<file path="config.mk">
export PLATFORM = sky130hd
export DESIGN_NAME = fft_pmt_sched
export DESIGN_NICKNAME = d
export VERILOG_FILES = /design/src/rtl/fft_pmt_sched.sv
export SDC_FILE = /design/constraint.sdc
export NUM_CORES = 1
export LEC_CHECK = 0
export ABC_CLOCK_PERIOD_IN_PS = 2300
export BUFFER_PORTS_ARGS = -buffer_cell sky130_fd_sc_hd__buf_4
export CAP_MARGIN = 30
export CORE_MARGIN = 8
export CORE_UTILIZATION = 45
export CTS_CLUSTER_DIAMETER = 200
export CTS_CLUSTER_SIZE = 40
export DETAILED_ROUTE_END_ITERATION = 10
export GPL_ROUTABILITY_DRIVEN = 1
export PLACE_DENSITY = 0.68
export SLEW_MARGIN = 15
export SYNTH_ARGS = -nofsm -noshare
export SYNTH_HDL_FRONTEND = slang
export SYNTH_SLANG_ARGS = --single-unit
</file>
<file path="constraint.sdc">
create_clock -name clk -period 2.3 [get_ports clk]
set_input_delay 0.575 -clock clk [delete_from_list [all_inputs] [get_ports clk]]
set_output_delay 0.575 -clock clk [all_outputs]
set_load 0.01 [all_outputs]
</file>
<file path="src/rtl/fft_pmt_sched.sv">
// fft_pmt_sched: detects frame starts on the radix-4 input stream and sequences
// the ctrl pulse and Gray-coded select of every downstream permutation stage.
module fft_pmt_sched #(
   parameter int PROBLEM_SIZE = 16,
   parameter int NUM_STAGES   = 2,
   parameter int STAGE_LAT    = 3
) (
   input  logic                    clk,
   input  logic                    rst,
   input  logic                    in_valid,
   input  logic                    in_sop,
   output logic [NUM_STAGES-1:0]   stage_ctrl,
   output logic [2*NUM_STAGES-1:0] stage_sel,
   output logic                    busy,
   output logic                    frame_done,
   output logic [15:0]             frame_cnt,
   output logic                    err_sop,
   output logic                    err_gap
);
   localparam int HOLD = PROBLEM_SIZE / 16;
   localparam int CPF  = PROBLEM_SIZE / 4;
   localparam int BW   = $clog2(CPF);
   localparam int HW   = (HOLD > 1) ? $clog2(HOLD) : 1;
   localparam int DLY  = (NUM_STAGES - 1) * STAGE_LAT;
   localparam int DW   = (DLY > 0) ? DLY : 1;

   typedef enum logic [1:0] {IDLE, RUN, DRAIN} state_t;

   state_t                  r_state, w_state_nxt;
   logic [BW-1:0]           r_beat, w_beat_nxt;
   logic [DW-1:0]           r_dly;
   logic [NUM_STAGES-1:0]   r_act, w_act_nxt, r_ctrl, w_go, w_fin;
   logic [HW-1:0]           r_hold [NUM_STAGES];
   logic [HW-1:0]           w_hold_nxt [NUM_STAGES];
   logic [1:0]              r_step [NUM_STAGES];
   logic [1:0]              w_step_nxt [NUM_STAGES];
   logic [2*NUM_STAGES-1:0] r_sel, w_sel_nxt;
   logic                    w_sop, w_last, w_accept, w_pend;
   logic                    r_busy, r_done, r_err_sop, r_err_gap;
   logic [15:0]             r_cnt;

   assign w_sop    = in_valid & in_sop;
   assign w_last   = (r_beat == BW'(CPF - 1));
   assign w_accept = w_sop & ((r_state != RUN) | w_last);
   assign w_pend   = (DLY > 0) ? |r_dly : 1'b0;

   // stage k starts k*STAGE_LAT cycles after stage 0
   for (genvar k = 0; k < NUM_STAGES; k++) begin : g_go
      if (k == 0) begin : g_first
         assign w_go[k] = w_accept;
      end else begin : g_later
         assign w_go[k] = r_dly[k*STAGE_LAT-1];
      end
   end

   always_comb begin
      w_act_nxt = r_act;
      w_sel_nxt = '0;
      w_fin     = '0;
      for (int i = 0; i < NUM_STAGES; i++) begin
         w_hold_nxt[i] = r_hold[i];
         w_step_nxt[i] = r_step[i];
         w_fin[i]      = r_act[i] & (r_hold[i] == HW'(HOLD - 1)) & (r_step[i] == 2'd3);
         if (w_go[i]) begin
            w_act_nxt[i]  = 1'b1;
            w_hold_nxt[i] = '0;
            w_step_nxt[i] = '0;
         end else if (r_act[i]) begin
            w_hold_nxt[i] = (r_hold[i] == HW'(HOLD - 1)) ? '0 : r_hold[i] + HW'(1);
            if (r_hold[i] == HW'(HOLD - 1)) begin
               w_step_nxt[i] = r_step[i] + 2'd1;
               w_act_nxt[i]  = ~w_fin[i];
            end
         end
         w_sel_nxt[2*i +: 2] = {w_step_nxt[i][1], ^w_step_nxt[i]};
      end
   end

   always_comb begin
      w_state_nxt = r_state;
      w_beat_nxt  = r_beat + BW'(1);
      if (w_accept) begin
         w_state_nxt = RUN;
         w_beat_nxt  = '0;
      end else if (r_state == RUN && w_last) begin
         w_state_nxt = DRAIN;
      end else if (r_state == DRAIN && !(|w_act_nxt) && !w_pend) begin
         w_state_nxt = IDLE;
      end
   end

   always_ff @(posedge clk or negedge rst) begin
      if (!rst) begin
         r_state   <= IDLE;
         r_beat    <= '0;
         r_dly     <= '0;
         r_act     <= '0;
         r_ctrl    <= '0;
         r_sel     <= '0;
         r_busy    <= 1'b0;
         r_done    <= 1'b0;
         r_cnt     <= '0;
         r_err_sop <= 1'b0;
         r_err_gap <= 1'b0;
         for (int i = 0; i < NUM_STAGES; i++) begin
            r_hold[i] <= '0;
            r_step[i] <= '0;
         end
      end else begin
         r_state   <= w_state_nxt;
         r_beat    <= w_beat_nxt;
         r_dly     <= DW'({r_dly, w_accept});
         r_act     <= w_act_nxt;
         r_ctrl    <= w_go;
         r_sel     <= w_sel_nxt;
         r_busy    <= (w_state_nxt != IDLE) | (|w_act_nxt);
         r_done    <= w_fin[NUM_STAGES-1];
         r_cnt     <= r_cnt + 16'(w_fin[NUM_STAGES-1]);
         r_err_sop <= r_err_sop | ((r_state == RUN) & ~w_last & w_sop);
         r_err_gap <= r_err_gap | ((r_state == RUN) & ~w_last & ~in_valid);
         for (int i = 0; i < NUM_STAGES; i++) begin
            r_hold[i] <= w_hold_nxt[i];
            r_step[i] <= w_step_nxt[i];
         end
      end
   end

   assign stage_ctrl = r_ctrl;
   assign stage_sel  = r_sel;
   assign busy       = r_busy;
   assign frame_done = r_done;
   assign frame_cnt  = r_cnt;
   assign err_sop    = r_err_sop;
   assign err_gap    = r_err_gap;
endmodule

</file>
Word-level counts from Yosys, hierarchy flattened
Cells that the tools add are included.

$add $sub $neg: 6. Eq/ne operators: 6. Multiplexer cells: 22. Bitwise operators: 19. Reductions and logical operators: 12.

Operators by type and width (number): 2-bit two-way mux (10); 16-bit by 1-bit adder with 16-bit output (1); 1-bit two-way mux (12); 1-bit bitwise AND (9); 2-bit == test, second input constant (4); 2-bit by 1-bit adder with 2-bit output, second input constant (3); 1-bit inverter (6); 2-bit nonzero test (3); 1-bit bitwise OR (4); 2-bit XOR reduction (2); 1-bit logical AND (3); 3-bit OR reduction (1); 1-bit adder, second input constant (2); 2-bit by 1-bit == test with 1-bit output, second input constant (1); 1-bit zero test (2); 2-bit by 1-bit inequality test with 1-bit output, second input constant (1); 2-bit OR reduction (1).

Flip-flop bits (word level): 41. Logic and storage cells: 80.

Longest topological paths before layout
Gate-level depths: netlist of the first run.

Depth in word-level cells: 16. Gate-level depth with buffers: 7. Gate-level depth less buffers: 7.

Worst setup path after synthesis of the first run
Ideal clock, no wire load.

Kind: register to register. From: reg stage_sel[3] (netlist name). To: reg r_cnt[10], in the netlist frame_cnt[10]. Library setup time: 0.126 ns. Data arrival time: 1.515 ns. Setup slack: 0.659 ns. Cell stages (with the launch flop): 8. Buffers on the path: 0. Clock period less this slack: 1.641 ns. Cells stage by stage: dfrtp_1 -> ha_1 -> and2_1 -> ha_1 -> ha_1 -> and4_4 -> nand4_2 -> xnor2_1.

RTL lines: end signal, assigned (RTL line 118) `r_cnt <= r_cnt + 16'(w_fin[NUM_STAGES-1]);`; end, declared (RTL line 40) `logic [15:0] r_cnt;`.

==> results of run 1 <==
how the worst max path moves through the flow:
stage               cells past startpoint            end    startpoint
CTS                                     7  frame_cnt[10]  stage_sel[3]
finish                                  7  frame_cnt[10]  stage_sel[3]
global placement                        7  frame_cnt[10]  stage_sel[3]
floorplan                               7  frame_cnt[10]  stage_sel[3]
detailed placement                      7  frame_cnt[10]  stage_sel[3]
global route                            7  frame_cnt[10]  stage_sel[3]
flip-flops by register name, summed over array words and instances, names as in the netlist:
name	count
busy	1
err_gap	1
err_sop	1
frame_cnt	16
frame_done	1
r_act	2
r_beat	2
r_dly	2
r_state	2
r_step	2
stage_ctrl	2
stage_sel	4
report_power, final:
group          internal [W]  total, W  switching, W
registers          0.000802  0.000942      0.000140
logic              0.000291  0.000547      0.000256
clock network      0.000173  0.000373      0.000199
metal layers:
metal  GRT usage [%]  wire (um)
met1           10.95       1045
met2           17.00       1247
met3           3.846        198
met4           8.000         77
met5               0          0
worst max-delay path, stage by stage (launching register included):
cell                      delay, ns
sky130_fd_sc_hd__dfrtp_1       0.39
sky130_fd_sc_hd__ha_1          0.17
sky130_fd_sc_hd__and2_1        0.15
sky130_fd_sc_hd__ha_1          0.21
sky130_fd_sc_hd__ha_1          0.24
sky130_fd_sc_hd__and4_4        0.27
sky130_fd_sc_hd__nand4_2       0.11
sky130_fd_sc_hd__xnor2_1       0.14
final cells by class:
type	count	area (um^2)
Fill cell	276	1308
Sequential cell	36	900.9
Multi-Input combinational cell	72	520.5
Timing Repair Buffer	29	217.7
Clock buffer	7	65.06
Tap cell	44	55.05
Inverter	3	11.26
synth_stat cells:
library cell and n:
sky130_fd_sc_hd__xor2_1 6, sky130_fd_sc_hd__mux2_2 1, sky130_fd_sc_hd__nor2_1 9, sky130_fd_sc_hd__o31ai_1 1, sky130_fd_sc_hd__and4_4 1, sky130_fd_sc_hd__dfrtp_1 36, sky130_fd_sc_hd__o21ai_0 2, sky130_fd_sc_hd__inv_1 3
sky130_fd_sc_hd__and2_1 1, sky130_fd_sc_hd__a311oi_1 1, sky130_fd_sc_hd__nand2b_1 1, sky130_fd_sc_hd__nand4_2 1, sky130_fd_sc_hd__nand3_1 8, sky130_fd_sc_hd__xnor2_1 11, sky130_fd_sc_hd__nor3_2 1, sky130_fd_sc_hd__nor2b_1 2
sky130_fd_sc_hd__nand3_2 1, sky130_fd_sc_hd__a211oi_1 1, sky130_fd_sc_hd__and3_4 1, sky130_fd_sc_hd__nand2_1 5, sky130_fd_sc_hd__ha_1 5, sky130_fd_sc_hd__a21oi_1 2, sky130_fd_sc_hd__and3_1 2, sky130_fd_sc_hd__a21o_1 2
sky130_fd_sc_hd__nand4_1 2, sky130_fd_sc_hd__and4_1 1, sky130_fd_sc_hd__buf_2 1, sky130_fd_sc_hd__nand3b_1 1, sky130_fd_sc_hd__buf_4 3, sky130_fd_sc_hd__o21bai_1 2, sky130_fd_sc_hd__mux2i_1 1
logic make-up (layout without fill, tap and decap cells):
family                   Yosys count  after routing  share of synthesized area [%]
AND/OR/NAND/NOR                   37             37                          14.65
flip-flops                        36             36                          61.70
XOR/XNOR                          17             17                          10.20
AO/OA/AOI/OAI                     11             11                          5.056
buffers and inverters              7             39                          2.656
adder cells (fa/ha/maj)            5              5                          4.284
multiplexers                       2              2                          1.457
stage by stage:
| stage | utilization [%] | std cells | power, W |
|---|---|---|---|
| 2_1_floorplan | - | 115 | 0.001304 |
| 3_3_place_gp | 55.41 | 184 | 0.001479 |
| 3_5_place_dp | 55.41 | 184 | 0.001516 |
| 4_1_cts | 57.52 | 191 | 0.001898 |
| 5_1_grt | 57.52 | 191 | 0.001991 |
| 6_report | 57.52 | 191 | 0.001862 |
==> summary by stage, run 1 <==
Synth
The cell count after synthesis is 115. Ranked by total cell area, the synthesized netlist is headed by sky130_fd_sc_hd__dfrtp_1 62%, sky130_fd_sc_hd__xnor2_1 6.6%, sky130_fd_sc_hd__ha_1 4.3%. The average cell area after synthesis is 12.70 um^2. The cell type with the highest aggregate area in the netlist is sky130_fd_sc_hd__dfrtp_1. The share of Yosys cell area claimed by the top area cell type is 61.70%. The part of the Yosys area used for sequential elements is 61.70%.

The post-synth net total is 124. In this run, synthesis produced a sequential element count of 36. After synthesis the cells add up to 1460 um^2. The number of warnings reported in the yosys synthesis log is 0. Synthesis instantiated 31 different standard cells from the library.

Route
The routed layout has 946 vias. The pre-antenna-repair detailed-routing pass consisted of 4 iterations. The residual DRC count is 0. The first routing iteration left 53 violations. After detailed routing, the total wire length is 2569 um. After detailed routing, the number of vias per cell comes to 4.953.

The number of antenna-violating nets in the routed design is 0. The routed wire length per instance is 13.45 um.

Run
Max-cap violations in this run came to 0.

Floorplan
The starting density of the core is 47.44%. The height of the die is 72.96 um. The I/O pin count is 30. The overall die area is 5323 um^2. After floorplanning, the core was sized to cover 3078 um^2. The floorplan step set the die width to 72.96 um. The number of rows created at floorplan is 20.

Timing
The smallest setup slack after layout is 0.5120 ns. The share of the clock period used by the worst path is 77.74%. The worst path needs 1.788 ns of the cycle, external delays included. Setup repair after global routing left no endpoint under its margin. The maximum clock frequency is 559.3 MHz. The setup TNS is 0 ns.

For the pin with the worst max-slew slack, the measured transition is 0.5020 ns. Clock skew on the completed layout was measured at 0.005413 ns. The hold violation count in the final report is 0. Across all hold checks on the routed design, the worst slack comes to 0.1586 ns. The worst relative slew slack is 66.47%.

Setup violations remaining at the end of the flow were counted as 0. The final number of max-transition violations is 0.

Power
The static power due to leakage is 0.8685 nW. The power density over cell area is 1052 nW/um^2. The maximum resistive drop on vdd is 0.5420 mV.

Final layout
The fraction of final layout cells sized beyond drive strength 1 is 28.57%. Compared with the post-synthesis result, the final layout area differs by 21.25%. The number of nets in the layout is 156.

The count of inserted antenna diode cells is 0. Leaving out fill and tap cells, the most frequent cell in the layout is sky130_fd_sc_hd__dfrtp_1. The library cells used most frequently in the layout, excluding fill and tap cells, are 36 x sky130_fd_sc_hd__dfrtp_1, 29 x sky130_fd_sc_hd__buf_4, 11 x sky130_fd_sc_hd__xnor2_1, 9 x sky130_fd_sc_hd__nor2_1, 8 x sky130_fd_sc_hd__nand3_1. After routing the design area is 1770 um^2.

Clocking
The H-tree was split into 2 levels. In this run, post-CTS hold repair placed 0 buffers. The post-cts gate resize count is 0. The number of setup buffers added after CTS is 0. CTS placed an instance of sky130_fd_sc_hd__clkbuf_4 at the clock tree root.

The number of clock buffers inserted by TritonCTS is 5. The CTS tree is yes. After clock tree synthesis, the clock-pin slew on the worst setup and hold paths is 0.10 ns. Clock latency on the worst-skew pair, taken at its later pin, is 0.34 ns. The number of sinks handled by clock tree synthesis is 36.

The number of buffers on the longest clock path is 2.

Place
Prior to clock tree synthesis, the placed netlist has a worst setup slack of 0.5076 ns. During placement, the flow inserted port buffers numbering 29. The total placed instance area is 1705 um^2. The post-DP HPWL is 1920 um. The final weighted congestion in routability-driven placement is 0.8461.

Global routing
The first global-routing pass estimated 4264 um of wire. The remaining global-route overflow is 0. The via count of the first global-routing pass is 970.

The maximum number of pins on one net before global-route repair is 37. The initial antenna violation count came to 0. The overall track demand over capacity in global routing is 10.55%.

Setup path
The register-to-register setup slack is 0.51 ns. The critical setup path kind is reg2reg. STA classifies the critical path startpoint as a flop.

For the worst setup path, the data arrival time is 2.02 ns. The worst register-to-register path ends at frame_cnt[10]. The critical path capture point type is a flop. The worst register-to-register path begins at stage_sel[3].

Measured in cells, the most critical reg-to-reg path has a length of 7. The endpoint required time on the critical path is 2.54 ns. In this run the worst path has a maximum fanout of 4.

Run status
The run finished with clean final reports.

Min path
The path class of the tightest hold or removal check is in2async.
(Power assumes the default switching activity.)
==> inputs of run 2 (changes only) <==
ABC_CLOCK_PERIOD_IN_PS = 1500   (was 2300)
PLACE_DENSITY = 0.7   (was 0.68)
clock period = 1.5 ns   (was 2.3 ns; I/O delays follow)
==> run 2 against run 1 <==
  * The run now ends with setup timing left
  * Largest power group unchanged
  * Clock skew down 0.00084 ns
  * Setup slack worse by 0.59 ns
  * Critical path depth unchanged
  * Routed wire length up 8.5%
  * Sequential power up 54%
  * Clock-buffer cell count down 2
  * Power up 57%
  * Largest cell class unchanged
  * Core utilization up 5.8 points
  * Flip-flop and latch count unchanged
  * Critical endpoint is now frame_cnt[14]
  * Clock power up 16%
==> summary by stage, run 2 (same netlist as run 1, synthesis figures left out) <==
Run status
The run finished, with violations left. The checks that failed: setup timing.

Timing
The final-report setup violation count is 9. The final number of max-transition violations came to 0. The worst relative slew slack is 70.77%. After layout, the minimum clock period comes to 1.574 ns.

Clock skew on the completed layout was measured at 0.004572 ns. The hold slack is 0.2389 ns. For the pin with the worst max-slew slack, the measured transition is 0.4385 ns.

The hold violation count in the final report is 0. The maximum clock frequency is 635.5 MHz. The smallest setup slack after layout is -0.07367 ns. Setup repair after global routing could not meet its margin everywhere.

After layout, the worst path uses 104.9% of the clock period.

Clocking
The H-tree was split into 2 levels. The cell chosen for the clock root is sky130_fd_sc_hd__clkbuf_4. Clock-pin slew was measured on the worst setup and hold paths at 0.10 ns. The clock network latency to the later pin of the worst-skew pair is 0.33 ns. The number of clock buffers inserted by TritonCTS is 5.

TritonCTS built the clock tree. The tree built by TritonCTS fans out to 36 sinks. The clock passes through at most 2 buffers.

Setup path
The critical path capture point type is a flop. The library cell contributing the largest single delay on the critical path is sky130_fd_sc_hd__dfrtp_1. STA classifies the critical path startpoint as a flop.

The register-to-register setup slack is -0.07 ns. The startpoint of the worst-slack reg-to-reg timing path is stage_sel[3]. The critical path goes through ha_2 > and2_4 > ha_4 > ha_4 > and4_4 > nand3_4 > xnor2_2. The number of cells on the worst reg-to-reg path is 7.

The most prevalent standard cell on the critical path is sky130_fd_sc_hd__ha_4. In this design, the stage delay of the slowest critical-path cell is 0.36 ns. The critical path is of the reg2reg type. The endpoint required time on the critical path is 1.72 ns.

The worst-path maximum fanout is 4. The endpoint identified for the worst register-to-register timing path is frame_cnt[14]. For the worst setup path, the data arrival time is 1.80 ns.

Place
The final weighted congestion in routability-driven placement is 0.7861. After legalization and detailed placement, the total HPWL measured 1985 um. The count of buffers added on input and output ports is 29. Prior to clock tree synthesis, the placed netlist has a worst setup slack of -0.08143 ns.

Min path
The cell depth of the worst hold path is 2. The hold path startpoint is in_valid. The worst hold path belongs to the class in2reg. The endpoint of the worst hold-timing path is err_gap.

Power
In this run switching power makes up 32.51% of total power. The clock share of power is 14.8%. For this design the static power due to leakage is 0.9544 nW. The maximum resistive drop on vdd is 1.145 mV. The analysis attributes to net switching a power of 0.0009474 W.

Internal power comes to 0.001967 W. The fraction of power consumed by combinational cells is 35.4%. After layout, the design draws a total of 0.002914 W. Sequential cells account for 49.8% of the total power. The power density over cell area is 1496 nW/um^2.

Final layout
The count of inserted antenna diode cells is 0. The number of nets in the layout is 170. The fraction of final layout cells sized beyond drive strength 1 is 40.25%. In the layout the commonest cells are 42 x sky130_fd_sc_hd__buf_4, 36 x sky130_fd_sc_hd__dfrtp_1, 10 x sky130_fd_sc_hd__xnor2_1, 7 x sky130_fd_sc_hd__nor2_1, 6 x sky130_fd_sc_hd__xor2_1.

Relative to the synthesized area, the layout overhead comes to 33.42%. The register with the most flip-flops in the layout has 16 of them. The library cell used most frequently in the layout, excluding fill and tap cells, is sky130_fd_sc_hd__buf_4. After filler insertion, the fill cell instance count of the layout stands at 261.

Route
The total number of vias is 1010. The routed wire length per instance is 13.73 um. The pre-antenna-repair detailed-routing pass consisted of 4 iterations. The detailed router finished its first iteration with 57 violations. The routed design has 2788 um of wire. The residual DRC count is 0. The ratio of routed vias to standard cells is 4.975. The number of antenna-violating nets in the routed design is 0.

Global routing
The met3 usage in global routing is 5.769%. The maximum number of pins on one net before global-route repair is 37. The via count of the first global-routing pass is 1020. The first global-routing pass estimated 4664 um of wire. For this run, global-route usage on met1 was measured as 12.78%.

The remaining global-route overflow is 0. The overall track demand over capacity in global routing is 11.47%. The busiest layer in global routing is met2.

Global routing consumed, on the met2 layer, 18.09% of the routing resources. The initial antenna violation count was 0.

Floorplan
The initial utilization of the core area, before any placement, comes to 47.44%. The I/O pin count is 30. The standard cell core area is 3078 um^2. The number of rows created at floorplan is 20. In this run the horizontal extent of the chip is 72.96 um. From bottom edge to top edge, the die measures 72.96 um. The die covers 5323 um^2.

Run
The max-cap check violation count is 0.
[run 2: how the worst max path moves through the flow]
stage,depth (start not counted),to,from,slack [ns]
finish,7,frame_cnt[14],stage_sel[3],-0.07
global placement,7,frame_cnt[15],r_step[0],-0.04
detailed placement,7,frame_cnt[15],r_step[0],-0.08
floorplan,7,frame_cnt[10],r_step[0],-0.03
global route,7,frame_cnt[14],stage_sel[3],-0.16
CTS,7,frame_cnt[14],stage_sel[3],-0.04
[run 2: critical path: cells and delay by family (launching register included)]
| kind | cells | cell delay (ns) |
|---|---|---|
| adders and majority gates | 3 | 0.44 |
| xor gates and xnor gates | 1 | 0.14 |
| DFF | 1 | 0.36 |
| and+or+nand+nor | 3 | 0.53 |
[run 2: per-layer routing]
layer	vias to the layer above	wire [um]
met2	40	1450
met3	6	253
li1	481	-
met5	-	0
met1	483	1038
met4	0	46
[run 2: final cells by class]
cell class / count / area (um^2) / share of cell area (%)
multi-input cells: 72 / 618.1 / 31.73
inverters: 3 / 11.26 / 0.5780
clock buffers: 5 / 37.54 / 1.927
repair buffers: 43 / 325.3 / 16.70
well taps: 44 / 55.05 / 2.826
flip-flops and latches: 36 / 900.9 / 46.24
[run 2: power groups by stage]
| stage | Sequential (W) | Clock, W | Combinational, W |
|---|---|---|---|
| floorplan | 0.00149 | 0 | 0.000558 |
| global placement | 0.00145 | 0 | 0.000940 |
| detailed placement | 0.00147 | 0 | 0.000995 |
| CTS | 0.00145 | 0.000461 | 0.00103 |
| global route | 0.00150 | 0.000490 | 0.00116 |
| finish | 0.00145 | 0.000432 | 0.00103 |
[run 2: stage by stage]
step                util, %  instance area, um^2  TNS (ns)  instances
global placement      58.58                 1803  -0.06730        193
global route          63.29                 1948    -1.253        203
detailed placement    58.58                 1803   -0.4222        193
floorplan                 -                 1490  -0.06015        115
finish                63.29                 1948   -0.4666        203
CTS                   61.54                 1894   -0.2460        201
[run 2: repair_timing]
item                       CTS  global route
pin swaps                    6             5
gates resized for setup      5             7
setup endpoints to repair    9            12
hold endpoints to repair    36             0
cloned                       0             0
hold buffers                 1             0
buffers inserted             2             2
